$ cat config.mk
export PLATFORM = sky130hd
export DESIGN_NAME = cve2_xif_coproc_ctrl
export DESIGN_NICKNAME = d
export VERILOG_FILES = /design/src/rtl/cve2_xif_coproc_ctrl.sv
export SDC_FILE = /design/constraint.sdc
export NUM_CORES = 1
export LEC_CHECK = 0
export CAP_MARGIN = 20
export CORE_MARGIN = 10
export CORE_UTILIZATION = 55
export CTS_BUF_LIST = sky130_fd_sc_hd__clkbuf_16
export DETAILED_ROUTE_END_ITERATION = 8
export HOLD_SLACK_MARGIN = 0.05
export PLACE_DENSITY = 0.87
export REMOVE_ABC_BUFFERS = 1
export SYNTH_ARGS = -nofsm -noshare
export SYNTH_HDL_FRONTEND = slang
export SYNTH_SLANG_ARGS = --single-unit
$ cat constraint.sdc
create_clock -name clk_i -period 10.4 [get_ports clk_i]
set_input_delay 1.04 -clock clk_i [delete_from_list [all_inputs] [get_ports clk_i]]
set_output_delay 1.04 -clock clk_i [all_outputs]
set_load 0.005 [all_outputs]
$ cat src/rtl/cve2_xif_coproc_ctrl.sv
// XIF coprocessor controller: accepts custom-opcode ALU instructions (add/xor/sub),
// collects operands, executes for LATENCY cycles and returns one result per instruction.
//
// state    | meaning
// IDLE     | ready for a new issue request
// OPERANDS | instruction accepted, waiting for rs1/rs2
// EXEC     | counting down the execute latency
// RESULT   | result computed, presented once the instruction is committed
module cve2_xif_coproc_ctrl #(
    parameter int unsigned X_ID_WIDTH     = 4,
    parameter int unsigned X_HARTID_WIDTH = 1,
    parameter int unsigned LATENCY        = 3,
    parameter logic [6:0]  CUSTOM_OPCODE  = 7'h0B
) (
    input  logic                      clk_i,
    input  logic                      rst_i,
    input  logic                      issue_valid_i,
    output logic                      issue_ready_o,
    input  logic [31:0]               issue_instr_i,
    input  logic [X_ID_WIDTH-1:0]     issue_id_i,
    input  logic [X_HARTID_WIDTH-1:0] issue_hartid_i,
    output logic                      issue_accept_o,
    output logic                      issue_writeback_o,
    output logic [1:0]                issue_register_read_o,
    output logic                      issue_ecswrite_o,
    input  logic                      register_valid_i,
    output logic                      register_ready_o,
    input  logic [X_ID_WIDTH-1:0]     register_id_i,
    input  logic [63:0]               register_rs_i,
    input  logic [1:0]                register_rs_valid_i,
    input  logic                      commit_valid_i,
    input  logic [X_ID_WIDTH-1:0]     commit_id_i,
    input  logic                      commit_kill_i,
    output logic                      result_valid_o,
    input  logic                      result_ready_i,
    output logic [X_ID_WIDTH-1:0]     result_id_o,
    output logic [X_HARTID_WIDTH-1:0] result_hartid_o,
    output logic [31:0]               result_data_o,
    output logic [4:0]                result_rd_o,
    output logic                      result_we_o,
    output logic                      result_exc_o,
    output logic [5:0]                result_exccode_o
);

    localparam logic [1:0] S_IDLE     = 2'd0;
    localparam logic [1:0] S_OPERANDS = 2'd1;
    localparam logic [1:0] S_EXEC     = 2'd2;
    localparam logic [1:0] S_RESULT   = 2'd3;

    localparam int unsigned CNT_W = (LATENCY > 1) ? $clog2(LATENCY) : 1;

    logic [1:0]                r_state;
    logic [CNT_W-1:0]          r_cnt;
    logic                      r_committed;
    logic [X_ID_WIDTH-1:0]     r_id;
    logic [X_HARTID_WIDTH-1:0] r_hartid;
    logic [4:0]                r_rd;
    logic [2:0]                r_funct3;
    logic [31:0]               r_rs1;
    logic [31:0]               r_rs2;
    logic [31:0]               r_result;

    logic       w_accept;
    logic       w_issue_hs;
    logic       w_reg_hs;
    logic       w_commit_match;
    logic       w_commit;
    logic       w_kill;
    logic       w_result_hs;
    logic [2:0] w_funct3;
    logic       w_unused_instr;

    assign w_funct3       = issue_instr_i[14:12];
    assign w_unused_instr = ^issue_instr_i[24:15];

    assign w_accept = !rst_i
                   && (issue_instr_i[6:0] == CUSTOM_OPCODE)
                   && (w_funct3 <= 3'd2)
                   && (issue_instr_i[31:25] == 7'd0);

    assign issue_ready_o         = (r_state == S_IDLE) && !rst_i;
    assign issue_accept_o        = w_accept;
    assign issue_writeback_o     = w_accept;
    assign issue_register_read_o = w_accept ? 2'b11 : 2'b00;
    assign issue_ecswrite_o      = 1'b0;

    assign register_ready_o = (r_state == S_OPERANDS) && !rst_i;

    assign result_valid_o   = (r_state == S_RESULT) && r_committed && !rst_i;
    assign result_we_o      = result_valid_o;
    assign result_id_o      = r_id;
    assign result_hartid_o  = r_hartid;
    assign result_data_o    = r_result;
    assign result_rd_o      = r_rd;
    assign result_exc_o     = 1'b0;
    assign result_exccode_o = 6'd0;

    assign w_issue_hs     = issue_valid_i && issue_ready_o;
    assign w_reg_hs       = register_valid_i && register_ready_o
                         && (register_id_i == r_id) && (register_rs_valid_i == 2'b11);
    assign w_commit_match = commit_valid_i && (commit_id_i == r_id) && (r_state != S_IDLE);
    assign w_commit       = w_commit_match && !commit_kill_i;
    assign w_kill         = w_commit_match && commit_kill_i;
    assign w_result_hs    = result_valid_o && result_ready_i;

    always_ff @(posedge clk_i or posedge rst_i) begin
        if (rst_i) begin
            r_state     <= S_IDLE;
            r_cnt       <= '0;
            r_committed <= 1'b0;
            r_id        <= '0;
            r_hartid    <= '0;
            r_rd        <= '0;
            r_funct3    <= '0;
            r_rs1       <= '0;
            r_rs2       <= '0;
            r_result    <= '0;
        end else if (r_state == S_IDLE) begin
            if (w_issue_hs && w_accept) begin
                r_id     <= issue_id_i;
                r_hartid <= issue_hartid_i;
                r_rd     <= issue_instr_i[11:7];
                r_funct3 <= w_funct3;
                // The commit may arrive together with the issue, before r_id holds the ID
                r_committed <= commit_valid_i && !commit_kill_i && (commit_id_i == issue_id_i);
                r_state     <= S_OPERANDS;
            end
        end else if (w_kill) begin
            r_state     <= S_IDLE;
            r_cnt       <= '0;
            r_committed <= 1'b0;
        end else begin
            if (w_commit) begin
                r_committed <= 1'b1;
            end
            case (r_state)
                S_OPERANDS: begin
                    if (w_reg_hs) begin
                        r_rs1   <= register_rs_i[31:0];
                        r_rs2   <= register_rs_i[63:32];
                        r_cnt   <= CNT_W'(LATENCY - 1);
                        r_state <= S_EXEC;
                    end
                end
                S_EXEC: begin
                    if (r_cnt == '0) begin
                        case (r_funct3)
                            3'd0:    r_result <= r_rs1 + r_rs2;
                            3'd1:    r_result <= r_rs1 ^ r_rs2;
                            default: r_result <= r_rs1 - r_rs2;
                        endcase
                        r_state <= S_RESULT;
                    end else begin
                        r_cnt <= r_cnt - 1'b1;
                    end
                end
                default: begin
                    if (w_result_hs) begin
                        r_committed <= 1'b0;
                        r_state     <= S_IDLE;
                    end
                end
            endcase
        end
    end

endmodule

==> results of run 1 <==
[cells in the mapped netlist, types with 6 or more instances]
library cell	number
sky130_fd_sc_hd__nand4_1	12
sky130_fd_sc_hd__nor2_1	35
sky130_fd_sc_hd__and2_1	6
sky130_fd_sc_hd__xor2_1	24
sky130_fd_sc_hd__o21ai_0	75
sky130_fd_sc_hd__nand3_1	9
sky130_fd_sc_hd__mux2_2	76
sky130_fd_sc_hd__inv_1	13
sky130_fd_sc_hd__nor3_1	27
sky130_fd_sc_hd__and3_1	8
sky130_fd_sc_hd__clkbuf_1	29
sky130_fd_sc_hd__o211ai_1	8
sky130_fd_sc_hd__o31ai_1	7
sky130_fd_sc_hd__a21o_1	8
sky130_fd_sc_hd__xnor2_1	74
sky130_fd_sc_hd__nand2_1	85
sky130_fd_sc_hd__a21oi_1	66
sky130_fd_sc_hd__nor2b_1	8
sky130_fd_sc_hd__dfrtp_1	114
sky130_fd_sc_hd__ha_1	43
sky130_fd_sc_hd__buf_4	12
[worst paths after layout]
kind / slack (ps) / cells past startpoint / start / endpoint
max: 6130 / 13 / r_rs2[2] / result_data_o[28]
min: 470 / 2 / result_data_o[14] / result_data_o[14]
max reg2reg: 6130 / 13 / r_rs2[2] / result_data_o[28]
min reg2reg: 470 / 2 / result_data_o[14] / result_data_o[14]
max in group asynchronous: 8000 / 3 / rst_i / r_rs1[18]
min in group asynchronous: 1150 / 2 / rst_i / result_id_o[1]
[registers in the layout, indices dropped and copies added (netlist names)]
signal / flops
result_hartid_o: 1
r_cnt: 2
r_funct3: 3
result_data_o: 32
r_state: 2
result_id_o: 4
r_committed: 1
r_rs2: 32
result_rd_o: 5
r_rs1: 32
[cells in the final DEF (no fill, tap or decap), types with 3 or more instances in the layout]
cell and instances:
sky130_fd_sc_hd__nand2b_1 4, sky130_fd_sc_hd__o21bai_1 3, sky130_fd_sc_hd__o211ai_1 8, sky130_fd_sc_hd__o21ai_0 75, sky130_fd_sc_hd__nor4_1 3, sky130_fd_sc_hd__o41ai_1 5
sky130_fd_sc_hd__o21a_1 4, sky130_fd_sc_hd__clkinvlp_4 8, sky130_fd_sc_hd__a21o_1 8, sky130_fd_sc_hd__xor2_1 24, sky130_fd_sc_hd__nor2b_1 8, sky130_fd_sc_hd__mux2i_1 4
sky130_fd_sc_hd__or4_1 4, sky130_fd_sc_hd__nand2_1 83, sky130_fd_sc_hd__and3_1 8, sky130_fd_sc_hd__nor2_1 35, sky130_fd_sc_hd__clkdlybuf4s50_1 157, sky130_fd_sc_hd__nor3_1 27
sky130_fd_sc_hd__nor4b_1 3, sky130_fd_sc_hd__dfrtp_1 114, sky130_fd_sc_hd__a31oi_1 5, sky130_fd_sc_hd__o31ai_1 7, sky130_fd_sc_hd__nand3_1 9, sky130_fd_sc_hd__conb_1 8
sky130_fd_sc_hd__ha_1 43, sky130_fd_sc_hd__a21oi_1 66, sky130_fd_sc_hd__xnor2_1 74, sky130_fd_sc_hd__or3_1 5, sky130_fd_sc_hd__clkbuf_16 17, sky130_fd_sc_hd__bufinv_16 4
sky130_fd_sc_hd__inv_1 12, sky130_fd_sc_hd__a211oi_1 4, sky130_fd_sc_hd__nand4_1 12, sky130_fd_sc_hd__buf_4 6, sky130_fd_sc_hd__and2_1 6, sky130_fd_sc_hd__mux2_2 76
[area by class of cell]
| type | count | area share |
|---|---|---|
| Multi-Input combinational cell | 645 | 0.460 |
| Sequential cell | 114 | 0.287 |
| Timing Repair Buffer | 163 | 0.163 |
| Clock buffer | 17 | 0.0428 |
| Tap cell | 180 | 0.0227 |
| Clock inverter | 14 | 0.0192 |
| Inverter | 13 | 0.00517 |
[tightest hold or removal path, cell delays in order (launching register included)]
cell	delay [ps]
sky130_fd_sc_hd__dfrtp_1	340
sky130_fd_sc_hd__nand2_1	50
sky130_fd_sc_hd__nand2_1	60
[metrics by stage]
stage,instance area [um2],hold WS (ps)
2_1_floorplan,7460,470
3_3_place_gp,9310,459
3_5_place_dp,9310,463
4_1_cts,9930,476
5_1_grt,9930,502
6_report,9930,474
[power groups by stage]
stage / logic (W) / registers, W / clock network, W
finish: 0.000326 / 0.000509 / 0.000618
global route: 0.000360 / 0.000513 / 0.000639
CTS: 0.000326 / 0.000508 / 0.000620
detailed placement: 0.000323 / 0.000515 / 0
global placement: 0.000316 / 0.000514 / 0
floorplan: 0.000182 / 0.000509 / 0
[kinds of logic (layout without fill, tap and decap cells)]
family	after synthesis	after routing	share of synthesized area
adders and majority gates	44	44	0.0727
buffers and inverters	62	207	0.0378
muxes	80	80	0.117
and+or+nand+nor	220	220	0.143
DFF	114	114	0.372
other	1	8	0.000489
xor gates and xnor gates	98	98	0.112
AOI/OAI and AO/OA	195	195	0.146
[metal layers]
| metal | global-route usage | vias to the layer above |
|---|---|---|
| met4 | 0.0821 | 0 |
| met2 | 0.386 | 234 |
| li1 | - | 3156 |
| met1 | 0.257 | 3195 |
| met3 | 0.0784 | 30 |
| met5 | 0 | - |
==> implementation parameters, run 1 <==
Parameter                              Value

Routing
  1st-iter DRT viols    412
  Remaining DRCs    0
  Length of the first detailed-routing pass in iterations    5
  Final routed wire length divided by cell count    19.0 um
  Metal1 wirelength    9.01 mm
  Remaining number of nets flagged by the antenna check after routing    0
  Met2 wire length    10.8 mm
  DR vias/cell    5.77
  Highest metal layer with signal wires    met4
  Number of vias in the routed layout    6615
  Total detailed-routing wirelength    21.8 mm
  Sum of met3 wire segment lengths after detailed routing    1.67 mm

Floorplanning
  Die Wd    138 um
  Die footprint    19100 um2
  Boundary pin count    176
  Floorplan die height    138 um
  Initial standard-cell utilization of the core    0.557
  Core Area    13800 um2
  # rows    43

Setup path
  Delay-heaviest family, CP    compound AO/OA/AOI/OAI gates
  Nature of the critical path endpoint    flip-flop
  CP bufs+invs    0
  Maximum single-stage delay on the critical path    540 ps
  Worst Setup Start Kind    flip-flop
  Critical path data required time    10690 ps
  Cells along the critical path    nor4_1 -> nand2_1 -> o41ai_1 -> xnor2_1 -> ha_1 -> and3_1 -> nand4_1 -> a21o_1 -> a211oi_1 -> a21oi_1 -> o41ai_1 -> xnor2_1 -> o21ai_0
  Data arrival at the endpoint of the critical path    4560 ps
  Largest fanout on the critical path    7
  Max stage delay cell, worst path    sky130_fd_sc_hd__o41ai_1
  Worst Path Class, Setup    reg -> reg

Yosys
  Count of cell types in the netlist    56
  Avg Inst Size Synth    9.43 um2
  Most instantiated flip-flop cell in the synthesis netlist    sky130_fd_sc_hd__dfrtp_1
  Number of flops mapped to enable cells by yosys    0
  Most area-hungry cell type in the Yosys netlist    sky130_fd_sc_hd__dfrtp_1
  Cells taking the most area after synthesis    sky130_fd_sc_hd__dfrtp_1 37%, sky130_fd_sc_hd__mux2_2 11%, sky130_fd_sc_hd__xnor2_1 8.4%
  Number of warnings printed during yosys synthesis    0
  Register area share after synthesis    0.372
  Count of state elements after synthesis    114
  Number of cells produced by synthesis    814
  Fraction of synthesized cell area taken by the top area cell type    0.372
  Synth async-reset ratio    1.00
  Cell Area, Synth    7670 um2

Timing
  Post-layout min period    4270 ps
  Transition time of the tightest slew-check pin    954 ps
  Final Max Slew Viols    0
  Setup violations, final    0
  Relative max-transition margin    0.364
  Max Fclk    234 MHz
  Setup skew after layout    8.68 ps
  Unrepaired setup endpoints after global routing    no
  Share of the clock period used by the worst path    0.411
  Post-route worst setup slack    6130 ps
  Count of endpoints failing hold in the final timing report    0
  Fin Setup TNS    0 ps

Clocking
  CTS Buf Count    17
  Post-cts repair resize count    0
  Number of levels in the clock H-tree    4
  Number of sinks on the clock net    114
  Root cell of the clock tree    sky130_fd_sc_hd__clkbuf_16
  Maximum buffer depth of the clock tree    2
  Clock latency on the worst-skew pair    430 ps
  Cts hold-fix bufs    0
  Post-CTS Repair Setup Buffers    0
  Clock transition at path regs    60 ps
  TritonCTS clock tree    yes

Cells and area
  Storage element area    2850 um2
  Post-route non-filler standard cell count    1146
  Final nets    1116
  Total inserted antenna cells    0
  Final core area utilization    0.721
  Footprint of the multi-input gates    4570 um2
  Fraction of final layout cells with drive strength greater than 1    0.127
  Count of fill cells added during filler insertion    1066
  Syn-to-layout area delta    29.4%

Placed design
  Cell Count Post-Placement    1115
  HPWL after detailed placement    16.1 mm
  Final estimated routing congestion in global placement    0.939
  Worst setup slack before clock tree synthesis    6170 ps
  # port buffers    157

Global routing
  Pin count of the biggest net entering global routing    67
  Gr ovfl total    0
  Via count of the first global-routing pass    6971
  Global-route wire length before repair    35.7 mm
  Overall routing resource usage    0.227
  Initial antenna violation count    0

Pwr
  Total power    0.00145 W
  Power share of the clock group    0.425
  Part of the power in combinational logic    0.224
  Cell Int Power    0.00103 W
  Max rail drop VDD    125 uV
  Switching portion of total power    0.294
  Ratio of total power to cell area    146 nW/um2
  Switching Power    0.000426 W
  Register share of total power    0.350
  Leak    4.44 nW

Run status
  Status    complete, no violations

Worst hold path
  Hold Path Class    reg -> reg

Flow run
  Max-capacitance violation count    0
No activity file was read; power rests on OpenSTA's default activity.
==> run 2: changes to the inputs <==
--- a/config.mk
+++ b/config.mk
@@ -7,11 +7,11 @@
 export LEC_CHECK = 0
 export CAP_MARGIN = 20
 export CORE_MARGIN = 10
-export CORE_UTILIZATION = 55
+export CORE_UTILIZATION = 46
 export CTS_BUF_LIST = sky130_fd_sc_hd__clkbuf_16
 export DETAILED_ROUTE_END_ITERATION = 8
 export HOLD_SLACK_MARGIN = 0.05
-export PLACE_DENSITY = 0.87
+export PLACE_DENSITY = 0.77
 export REMOVE_ABC_BUFFERS = 1
 export SYNTH_ARGS = -nofsm -noshare
 export SYNTH_HDL_FRONTEND = slang
==> constraint.sdc (replaced) <==
create_clock -name clk_i -period 3.9 [get_ports clk_i]
set_input_delay 0.39 -clock clk_i [delete_from_list [all_inputs] [get_ports clk_i]]
set_output_delay 0.39 -clock clk_i [all_outputs]
set_load 0.005 [all_outputs]
==> implementation parameters, run 2 (synthesis results as in run 1) <==
Parameter                              Value

Cells and area
  Count of fill cells added during filler insertion    1378 (+29%)
  Final design area excluding fillers    10300 um2 (+4.2%)
  Commonest cells after routing, fill and taps aside    157 x sky130_fd_sc_hd__clkdlybuf4s50_1, 114 x sky130_fd_sc_hd__dfrtp_1, 83 x sky130_fd_sc_hd__nand2_1
  Most common library cell in the layout ignoring fill and taps    sky130_fd_sc_hd__clkdlybuf4s50_1
  Fraction of final layout cells with drive strength greater than 1    0.168 (+0.0403)
  Final nets    1157 (+3.7%)
  Syn-to-layout area delta    34.8%

Clocking
  Root cell of the clock tree    sky130_fd_sc_hd__clkbuf_16
  Clock latency on the worst-skew pair    420 ps (about the same)
  CTS Buf Count    17 (unchanged)
  TritonCTS clock tree    yes
  Number of sinks on the clock net    114 (unchanged)
  Clock transition at path regs    50 ps (about the same)
  Number of levels in the clock H-tree    4 (unchanged)
  Maximum buffer depth of the clock tree    2 (unchanged)

Routing
  DR vias/cell    5.47 (-5.2%)
  1st-iter DRT viols    571 (+39%)
  Length of the first detailed-routing pass in iterations    5 (unchanged)
  Remaining DRCs    0 (unchanged)
  Number of vias in the routed layout    6725 (+1.7%)
  Final routed wire length divided by cell count    18.1 um (-4.9%)
  Total detailed-routing wirelength    22.2 mm (+1.9%)
  Remaining number of nets flagged by the antenna check after routing    0 (unchanged)

Worst hold path
  Hold_sp    result_data_o[13]
  Hold Path Class    reg -> reg
  Hold Path Cell Cnt    2 (unchanged)
  End of the worst hold path    result_data_o[13]

Floorplanning
  Floorplan die height    149 um (+8.0%)
  Core Area    16500 um2 (+20%)
  Initial standard-cell utilization of the core    0.466 (-0.0911)
  Die footprint    22200 um2 (+17%)
  # rows    47 (+9.3%)
  Die Wd    149 um (+8.0%)
  Boundary pin count    176 (unchanged)

Flow run
  Max-capacitance violation count    0 (unchanged)

Pwr
  Power share of the clock group    0.423 (-0.002)
  Cell Int Power    0.00285 W (+180%)
  Leak    4.68 nW (+5.6%)
  Register share of total power    0.340 (-0.010)
  Part of the power in combinational logic    0.236 (+0.012)
  Switching Power    0.00111 W (+160%)
  Max rail drop VDD    313 uV (+150%)
  Ratio of total power to cell area    383 nW/um2 (+160%)
  Switching portion of total power    0.281 (-0.0128)

Setup path
  Slack of the worst reg-to-reg path    120 ps (-6010 ps)
  Max stage delay cell, worst path    sky130_fd_sc_hd__or4_4
  Crit Reg-Reg Endpoint    result_data_o[29]
  Source of the worst register-to-register timing path    r_rs2[15]
  Cells along the critical path    or3_4 -> nor3_4 -> nand4b_2 -> or4_4 -> buf_4 -> nand2_1 -> xnor2_1 -> ha_2 -> nand2_1 -> o21ai_0 -> o21ai_0 -> a211oi_1 -> nor3_1 -> o21ai_0 -> xnor2_1 -> o21ai_0
  Worst Path Class, Setup    reg -> reg
  Critical path data required time    4180 ps (-6510 ps)
  Worst Setup Start Kind    flip-flop
  Nature of the critical path endpoint    flip-flop
  Largest fanout on the critical path    6 (-1)
  R2R depth    16 (+3)
  Library cell appearing most often on the critical path    sky130_fd_sc_hd__o21ai_0
  Data arrival at the endpoint of the critical path    4060 ps (-500 ps)
  Maximum single-stage delay on the critical path    570 ps (+30 ps)

Timing
  Share of the clock period used by the worst path    0.970 (+0.560)
  Transition time of the tightest slew-check pin    960 ps (+5.82 ps)
  Post-route worst setup slack    116 ps (-6010 ps)
  Final Max Slew Viols    0 (unchanged)
  Relative max-transition margin    0.360 (-0.00388)
  Unrepaired setup endpoints after global routing    yes
  Setup skew after layout    10.5 ps (+1.81 ps)
  Post-layout min period    3780 ps (-486 ps)
  Count of endpoints failing hold in the final timing report    0 (unchanged)
  Max Fclk    264 MHz (+13%)
  Setup violations, final    0 (unchanged)
  Fin Setup TNS    0 ps (unchanged)

Placed design
  HPWL after detailed placement    16.7 mm (+3.7%)
  Worst setup slack before clock tree synthesis    8.77 ps (-6160 ps)
  Final estimated routing congestion in global placement    0.924 (-1.7%)
  Post-placement cell area    9670 um2 (+3.8%)
  # port buffers    157 (unchanged)

Global routing
  Via count of the first global-routing pass    6882 (-1.3%)
  Gr ovfl total    0 (unchanged)
  Global-route wire length before repair    35.4 mm (-0.97%)
  Overall routing resource usage    0.199 (-0.0275)
  Pin count of the biggest net entering global routing    65 (-3.0%)
  Initial antenna violation count    1 (+1)

Run status
  Status    complete, no violations
==> run 2: timing repair <==
action | in CTS | in global routing
resized for setup | 2 | 8
setup buffers | 0 | 2
pin swaps | 0 | 3
setup endpoints to repair | 2 | 7
hold buffers | 0 | 0
==> run 2: critical path: cells and delay by family, from the launching register on <==
kind                     cells  cell delay, ps
adder cells (fa/ha/maj)      1             400
buffers and inverters        1             170
XOR/XNOR                     2             220
AO/OA/AOI/OAI                5             820
AND/OR/NAND/NOR              7            1650
flip-flops                   1             380
==> run 2: final cells by class <==
class,count,area (um2),area share
diodes,1,2.50,0.000242
clock buffers,17,425,0.0411
clock inverters,15,196,0.0190
inverters,13,51.3,0.00496
multi-input cells,645,4610,0.445
flip-flops and latches,114,2850,0.276
well taps,220,275,0.0266
repair buffers,204,1940,0.187
==> run 2: power groups by stage <==
stage	sequential, W	clock [W]	combinational [W]
CTS	0.00135	0.00170	0.000934
global placement	0.00136	0	0.000901
global route	0.00136	0.00175	0.00104
floorplan	0.00136	0	0.000485
finish	0.00135	0.00168	0.000937
detailed placement	0.00137	0	0.000914
==> run 2: per-layer routing <==
metal | track usage | routed length (um)
met5 | 0 | 0
met4 | 0.0658 | 337
met3 | 0.0856 | 2200
met2 | 0.325 | 10600
met1 | 0.231 | 9080
==> run 2: worst max path at each step <==
stage | start | end | slack, ps | cells past startpoint
after floorplan | rst_i | r_state[0] | -230 | 7
after global placement | r_rs2[15] | result_data_o[31] | 60 | 11
after global routing | r_rs2[15] | result_data_o[29] | -80 | 16
final | r_rs2[15] | result_data_o[29] | 120 | 16
after detailed placement | r_rs2[15] | result_data_o[31] | 9 | 11
after CTS | r_rs2[15] | result_data_o[29] | 70 | 15
==> run 2: metrics by stage <==
step	utilization	hold WS, ps	power (W)	cells
global placement	0.587	464	0.00227	1194
detailed placement	0.587	466	0.00228	1194
finish	0.628	477	0.00396	1229
global route	0.628	497	0.00415	1228
CTS	0.626	478	0.00398	1226
floorplan	-	470	0.00184	772
